--- src/rtl/ctrl_unit_mc_pkg.sv ---
// -----------------------------------------------------------------------------
// cu_pkg
//   Shared definitions for the multi-cycle accumulator-CPU control unit:
//   FSM state encoding, default instruction bit positions and widths,
//   and the ALU select code meaning "no ALU operation".
// -----------------------------------------------------------------------------
package cu_pkg;

    typedef enum logic [2:0] {
        S_FETCH,
        S_IFETCH,
        S_DECODE,
        S_EXEC,
        S_HALT
    } state_t;

    localparam int unsigned DEF_IW       = 16;
    localparam int unsigned DEF_ALU_OPS  = 8;
    localparam int unsigned DEF_SW       = 4;
    localparam int unsigned DEF_RD_BIT   = 9;
    localparam int unsigned DEF_WR_BIT   = 8;
    localparam int unsigned DEF_HLT_BIT  = 15;
    localparam int unsigned DEF_WAIT_MAX = 15;
    localparam int unsigned DEF_CNT_W    = 16;

    // ALU select value meaning "no ALU op"; real ops are bit index + 1
    localparam int unsigned S_CODE_NONE  = 0;

endpackage

--- src/rtl/ctrl_unit_mc_onehot_idx.sv ---
// -----------------------------------------------------------------------------
// onehot_idx
//   Combinational one-hot decoder: reports the position of the set bit as
//   index+1 (0 when no bit is set), plus zero and multi-hot flags.
//   vec   in  N  one-hot input field
//   idx   out W  index+1 of the highest set bit, 0 if none
//   zero  out 1  no bit set
//   multi out 1  more than one bit set
// -----------------------------------------------------------------------------
module onehot_idx #(
    parameter int unsigned N = 8,
    parameter int unsigned W = 4
) (
    input  logic [N-1:0] vec,
    output logic [W-1:0] idx,
    output logic         zero,
    output logic         multi
);

    logic seen;

    always_comb begin
        idx   = '0;
        multi = 1'b0;
        seen  = 1'b0;
        for (int unsigned i = 0; i < N; i++) begin
            if (vec[i]) begin
                if (seen) begin
                    multi = 1'b1;
                end
                seen = 1'b1;
                idx  = W'(i + 1);
            end
        end
        zero = ~seen;
    end

endmodule

--- src/rtl/ctrl_unit_mc.sv ---
// -----------------------------------------------------------------------------
// ctrl_unit_mc
//   Multi-cycle control unit: FETCH -> IFETCH -> DECODE -> EXEC with a
//   Req/Ack memory handshake, halt, run gating, illegal-instruction detection,
//   memory-wait watchdog and a retired-instruction counter.
//   Clock_Puls in  1     clock (rising edge)
//   Reset      in  1     synchronous active-high reset
//   Run        in  1     allow a new fetch (sampled in S_FETCH)
//   IR         in  IW    instruction register contents
//   Mem_Ack    in  1     memory completes current request
//   Mem_Req/Rd/Wr   out  memory request, read, write
//   Load_AR/IR/AC/OR out datapath load strobes
//   S          out SW    registered ALU select, 0 = none
//   Halted     out 1     in S_HALT
//   Illegal    out 1     sticky illegal-instruction flag
//   Timeout    out 1     watchdog expiry pulse
//   Instr_Cnt  out CNT_W retired instructions (wrapping)
// -----------------------------------------------------------------------------
module ctrl_unit_mc
    import cu_pkg::*;
#(
    parameter int unsigned IW       = DEF_IW,
    parameter int unsigned ALU_OPS  = DEF_ALU_OPS,
    parameter int unsigned SW       = DEF_SW,
    parameter int unsigned RD_BIT   = DEF_RD_BIT,
    parameter int unsigned WR_BIT   = DEF_WR_BIT,
    parameter int unsigned HLT_BIT  = DEF_HLT_BIT,
    parameter int unsigned WAIT_MAX = DEF_WAIT_MAX,
    parameter int unsigned CNT_W    = DEF_CNT_W
) (
    input  logic             Clock_Puls,
    input  logic             Reset,
    input  logic             Run,
    input  logic [IW-1:0]    IR,
    input  logic             Mem_Ack,
    output logic             Mem_Req,
    output logic             Rd,
    output logic             Wr,
    output logic             Load_AR,
    output logic             Load_IR,
    output logic             Load_AC,
    output logic             Load_OR,
    output logic [SW-1:0]    S,
    output logic             Halted,
    output logic             Illegal,
    output logic             Timeout,
    output logic [CNT_W-1:0] Instr_Cnt
);

    localparam int unsigned WC_W = $clog2(WAIT_MAX + 1);

    state_t          state;
    state_t          state_next;
    logic [WC_W-1:0] wait_cnt;
    logic [SW-1:0]   alu_idx;
    logic            alu_zero;
    logic            alu_multi;
    logic            rd_op;
    logic            wr_op;
    logic            hlt_op;
    logic            mem_op;
    logic            illegal_ir;
    logic            wait_hit;
    logic            alu_active;
    logic            retire;
    logic            unused_ir;

    onehot_idx #(
        .N (ALU_OPS),
        .W (SW)
    ) u_alu_dec (
        .vec   (IR[ALU_OPS-1:0]),
        .idx   (alu_idx),
        .zero  (alu_zero),
        .multi (alu_multi)
    );

    assign rd_op      = IR[RD_BIT];
    assign wr_op      = IR[WR_BIT];
    assign hlt_op     = IR[HLT_BIT];
    assign mem_op     = rd_op | wr_op;
    assign illegal_ir = alu_multi | (rd_op & wr_op);
    assign alu_active = (S != SW'(S_CODE_NONE));
    // Last permitted waiting cycle: without Ack now, the request is abandoned
    assign wait_hit   = (wait_cnt == WC_W'(WAIT_MAX - 1));
    assign retire     = !Reset && (state == S_EXEC) && (!mem_op || Mem_Ack);
    assign unused_ir  = ^IR;

    // State register
    always_ff @(posedge Clock_Puls) begin
        if (Reset) begin
            state <= S_FETCH;
        end else begin
            state <= state_next;
        end
    end

    // Next-state logic
    always_comb begin
        state_next = state;
        unique case (state)
            S_FETCH: begin
                if (Run) begin
                    state_next = S_IFETCH;
                end
            end
            S_IFETCH: begin
                if (Mem_Ack || wait_hit) begin
                    state_next = Mem_Ack ? S_DECODE : S_FETCH;
                end
            end
            S_DECODE: begin
                if (hlt_op) begin
                    state_next = S_HALT;
                end else if (illegal_ir) begin
                    state_next = S_FETCH;
                end else begin
                    state_next = S_EXEC;
                end
            end
            S_EXEC: begin
                if (!mem_op || Mem_Ack || wait_hit) begin
                    state_next = S_FETCH;
                end
            end
            S_HALT:  state_next = S_HALT;
            default: state_next = S_FETCH;
        endcase
    end

    // Output decode; everything is forced low while Reset is asserted so an
    // outstanding request is dropped in the reset cycle itself
    always_comb begin
        Mem_Req = 1'b0;
        Rd      = 1'b0;
        Wr      = 1'b0;
        Load_AR = 1'b0;
        Load_IR = 1'b0;
        Load_AC = 1'b0;
        Load_OR = 1'b0;
        Halted  = 1'b0;
        Timeout = 1'b0;
        if (!Reset) begin
            unique case (state)
                S_FETCH: Load_AR = Run;
                S_IFETCH: begin
                    Mem_Req = 1'b1;
                    Rd      = 1'b1;
                    Load_IR = Mem_Ack;
                    Timeout = !Mem_Ack && wait_hit;
                end
                S_DECODE: ;
                S_EXEC: begin
                    if (rd_op) begin
                        Mem_Req = 1'b1;
                        Rd      = 1'b1;
                        Load_OR = Mem_Ack;
                        Load_AC = Mem_Ack && alu_active;
                        Timeout = !Mem_Ack && wait_hit;
                    end else if (wr_op) begin
                        Mem_Req = 1'b1;
                        Wr      = 1'b1;
                        Load_AC = Mem_Ack && alu_active;
                        Timeout = !Mem_Ack && wait_hit;
                    end else begin
                        Load_AC = alu_active;
                    end
                end
                S_HALT:  Halted = 1'b1;
                default: ;
            endcase
        end
    end

    // ALU select, illegal flag, retire counter and memory watchdog
    always_ff @(posedge Clock_Puls) begin
        if (Reset) begin
            S         <= '0;
            Illegal   <= 1'b0;
            Instr_Cnt <= '0;
            wait_cnt  <= '0;
        end else begin
            if (state == S_DECODE && !hlt_op) begin
                if (illegal_ir || alu_zero) begin
                    S <= SW'(S_CODE_NONE);
                end else begin
                    S <= alu_idx;
                end
                if (illegal_ir) begin
                    Illegal <= 1'b1;
                end
            end
            if (retire) begin
                Instr_Cnt <= Instr_Cnt + 1'b1;
            end
            if (!Mem_Req || Mem_Ack || Timeout) begin
                wait_cnt <= '0;
            end else begin
                wait_cnt <= wait_cnt + 1'b1;
            end
        end
    end

endmodule

--- config.mk ---
export PLATFORM = sky130hd
export DESIGN_NAME = ctrl_unit_mc
export DESIGN_NICKNAME = d
export VERILOG_FILES = /design/src/rtl/ctrl_unit_mc_pkg.sv /design/src/rtl/ctrl_unit_mc_onehot_idx.sv /design/src/rtl/ctrl_unit_mc.sv
export SDC_FILE = /design/constraint.sdc
export NUM_CORES = 1
export LEC_CHECK = 0
export ABC_AREA = 1
export CORE_MARGIN = 4
export CORE_UTILIZATION = 40
export DETAILED_ROUTE_END_ITERATION = 16
export PLACE_DENSITY = 0.71
export SYNTH_ARGS = -nofsm -noshare
export SYNTH_HDL_FRONTEND = slang
export SYNTH_HIERARCHICAL = 1
export SYNTH_SLANG_ARGS = --single-unit
--- constraint.sdc ---
create_clock -name Clock_Puls -period 1.9 [get_ports Clock_Puls]
set_input_delay 0.38 -clock Clock_Puls [delete_from_list [all_inputs] [get_ports Clock_Puls]]
set_output_delay 0.38 -clock Clock_Puls [all_outputs]
set_load 0.02 [all_outputs]
==> results.txt, run 1 <==
Status: complete, no violations
Nets: 363
Final Cell Area: 0.002437 sq mm
First-pass GRT wire length: 6706 microns
Initial Util: 41.93%
Area leader, netlist: dfxtp_1
Final Setup Violations: 0
Synthesized area: 0.001689 sq mm
Slew at the pin closest to its max-slew limit: 0.3296 ns
R2R setup slack: 0.38 ns
I/O Buffers: 44
Ranking of synthesized cells by area: dfxtp_1 33%, nand2_1 13%, nor2_1 9.8%, inv_1 8.0%, nand3_1 7.4%
EDFF count, synth: 0
Synth Register Bits: 28
Clock H-tree levels: 1
Layout cells sized above 1: 21.53%
Largest net degree at the start of global routing: 16
Cts bufs inserted: 3
Clock Skew: 0.002525 ns
Fin util: 60.50%
Clock Latency Late Sink: 0.27 ns
Wire per inst: 10.28 microns
Vias: 1791
Post-DP Area: 0.002391 sq mm
Clk root buf: clkbuf_8
Leak: 1.029 nW
Post-synth top flop: dfxtp_1
P&R area growth vs syn: 44.30%
Die H: 72.99 microns
Total power per unit cell area: 472.5 mW/mm^2
Hold WS: 0.5029 ns
Core Footprint: 0.004029 sq mm
Final Max Tran Viols: 0
Slowest stage delay, CP: 0.51 ns
Ys Warns: 6
Hold Crit Class: register to register
Most common library cell in the layout ignoring fill and taps: nand2_1
GRT Total Usage: 15.31%
Drt first pass iters: 4
Post-Route WL: 3999 microns
Avg Inst Size Synth: 6.398 sq um
Crit end category: output pin
Ports: 50
Ys async rst share: 0%
CP Max Fanout: 4
Sequential-to-total area share from yosys stat: 33.19%
Die area: 0.005327 sq mm
Crit Path Category: input pin to output pin
Cell Rows: 23
CP max stage cell: clkdlybuf4s50_1
Worst EP arrival: 1.43 ns
Worst-path clk slew: 0.09 ns
DP HPWL: 3272 microns
Chip Width: 72.99 microns
Routed Antenna Nets: 0
Post-route insts no fill: 389
CP top delay family: buffers and inverters
Worst path buffer plus inverter count: 3
Tcrit/Tclk final: 95.25%
Placer Congestion: 0.8728
Most frequent cells in the layout: 60 x nand2_1, 41 x nor2_1, 35 x inv_1
Peak VDD IR: 0.0002705 V
Max-cap violations: 0
Vias in the first global route: 1567
Sinks on Clock Net: 28
Critical Path Start Type: input pin
Data required, critical path: 1.52 ns
Min Clock Period, post-route: 1.810 ns
Starting DRT DRC Count: 40
Initial antenna violation count: 0
Synth top area share: 33.19%
Cells after Synth: 264
Mapped Nets: 287
Post-synth cell types: 27
DRC: 0
CTS tree: built
Final Hold Viols: 0
Cells along the critical path: clkdlybuf4s50_1, nor2_1, buf_4, a21oi_1, buf_2
Max_slew headroom: 77.86%
Max Fclk: 552.5 MHz
Vias/cell: 4.604
Dpl cells: 385
Cts hold-fix bufs: 0
Diode count: 0
Longest Clk Path Bufs: 2
Global route total overflow: 0
cell type report:
class,instances,area (sq um)
repair buffers,77,654.4
inverters,37,138.9
well taps,50,62.56
fillers,385,1592
multi-input cells,193,965.9
flip-flops and latches,28,560.5
clock buffers,4,55.05
sequential cells by signal, summed over array words and instances (netlist names):
| register | cells |
|---|---|
| Instr_Cnt | 16 |
| state | 3 |
| Illegal | 1 |
| S | 4 |
| wait_cnt | 4 |
kinds of logic after synthesis:
| kind of cell | Yosys count | synth area share [%] |
|---|---|---|
| buffers and inverters | 43 | 11.11 |
| DFF | 28 | 33.19 |
| xor gates and xnor gates | 3 | 1.556 |
| and+or+nand+nor | 160 | 43.70 |
| adders and majority gates | 3 | 2.222 |
| AOI/OAI and AO/OA | 27 | 8.223 |
worst min-delay path: cells and delay by family (launching register included):
| family | cells | cell delay [ns] |
|---|---|---|
| DFF | 1 | 0.34 |
| and+or+nand+nor | 1 | 0.07 |
| AOI/OAI and AO/OA | 1 | 0.05 |
cells in the mapped netlist, types with 2 or more instances:
library cell and count:
inv_1 36, nand3_2 2, nor2_1 44, dfxtp_1 28, a21oi_1 19, nor2_2 9, ha_1 3, o21ai_0 6
xnor2_1 2, nor2_4 4, nand2_2 3, clkbuf_1 2, buf_6 3, nor3_1 7, nand2_1 60, nand3_1 25
report_power, final:
group	leakage, nW	total [mW]	switching (mW)	internal, mW
Clock	0.0288	0.365	0.179	0.185
Sequential	0.226	0.599	0.00619	0.593
Combinational	0.774	0.188	0.0951	0.0933
Total	1.03	1.15	0.280	0.871
path summary, 6_finish.rpt:
check,endpoint,depth (start not counted),from
min reg2reg,S[2],2,S[2]
max,Mem_Req,5,IR[9]
min,S[2],2,S[2]
max reg2reg,Instr_Cnt[14],8,Instr_Cnt[1]
through the flow:
step | TNS [ns] | power [mW] | setup slack [ns]
2_1_floorplan | 0 | 0.6996 | 0.3852
3_3_place_gp | -3.979 | 0.8027 | -0.3824
3_5_place_dp | -4.186 | 0.8041 | -0.3942
4_1_cts | 0 | 1.166 | 0.01102
5_1_grt | -0.02502 | 1.208 | -0.01545
6_report | 0 | 1.152 | 0.09020
per-layer routing:
metal,GRT usage (%),vias to the layer above,wire length (microns)
met3,3.168,3,173
met4,2.254,0,8
met2,25.32,35,1893
li1,-,979,-
met5,0,-,0
met1,20.88,774,1923
repair_timing:
action / in CTS / in global routing
endpoints found under the setup margin: 10 / 14
pin swaps: 0 / 2
setup buffers: 0 / 0
gates resized for setup: 20 / 22
Power figures use the tool's default switching activity.
==> inputs of run 2 (changes only) <==
--- a/config.mk
+++ b/config.mk
@@ -8,6 +8,7 @@
 export ABC_AREA = 1
 export CORE_MARGIN = 4
 export CORE_UTILIZATION = 40
+export CTS_CLUSTER_SIZE = 8
 export DETAILED_ROUTE_END_ITERATION = 16
 export PLACE_DENSITY = 0.71
 export SYNTH_ARGS = -nofsm -noshare
==> results of run 2 <==
Same layout as run 1: the final DEF is identical, and so are final timing and power.
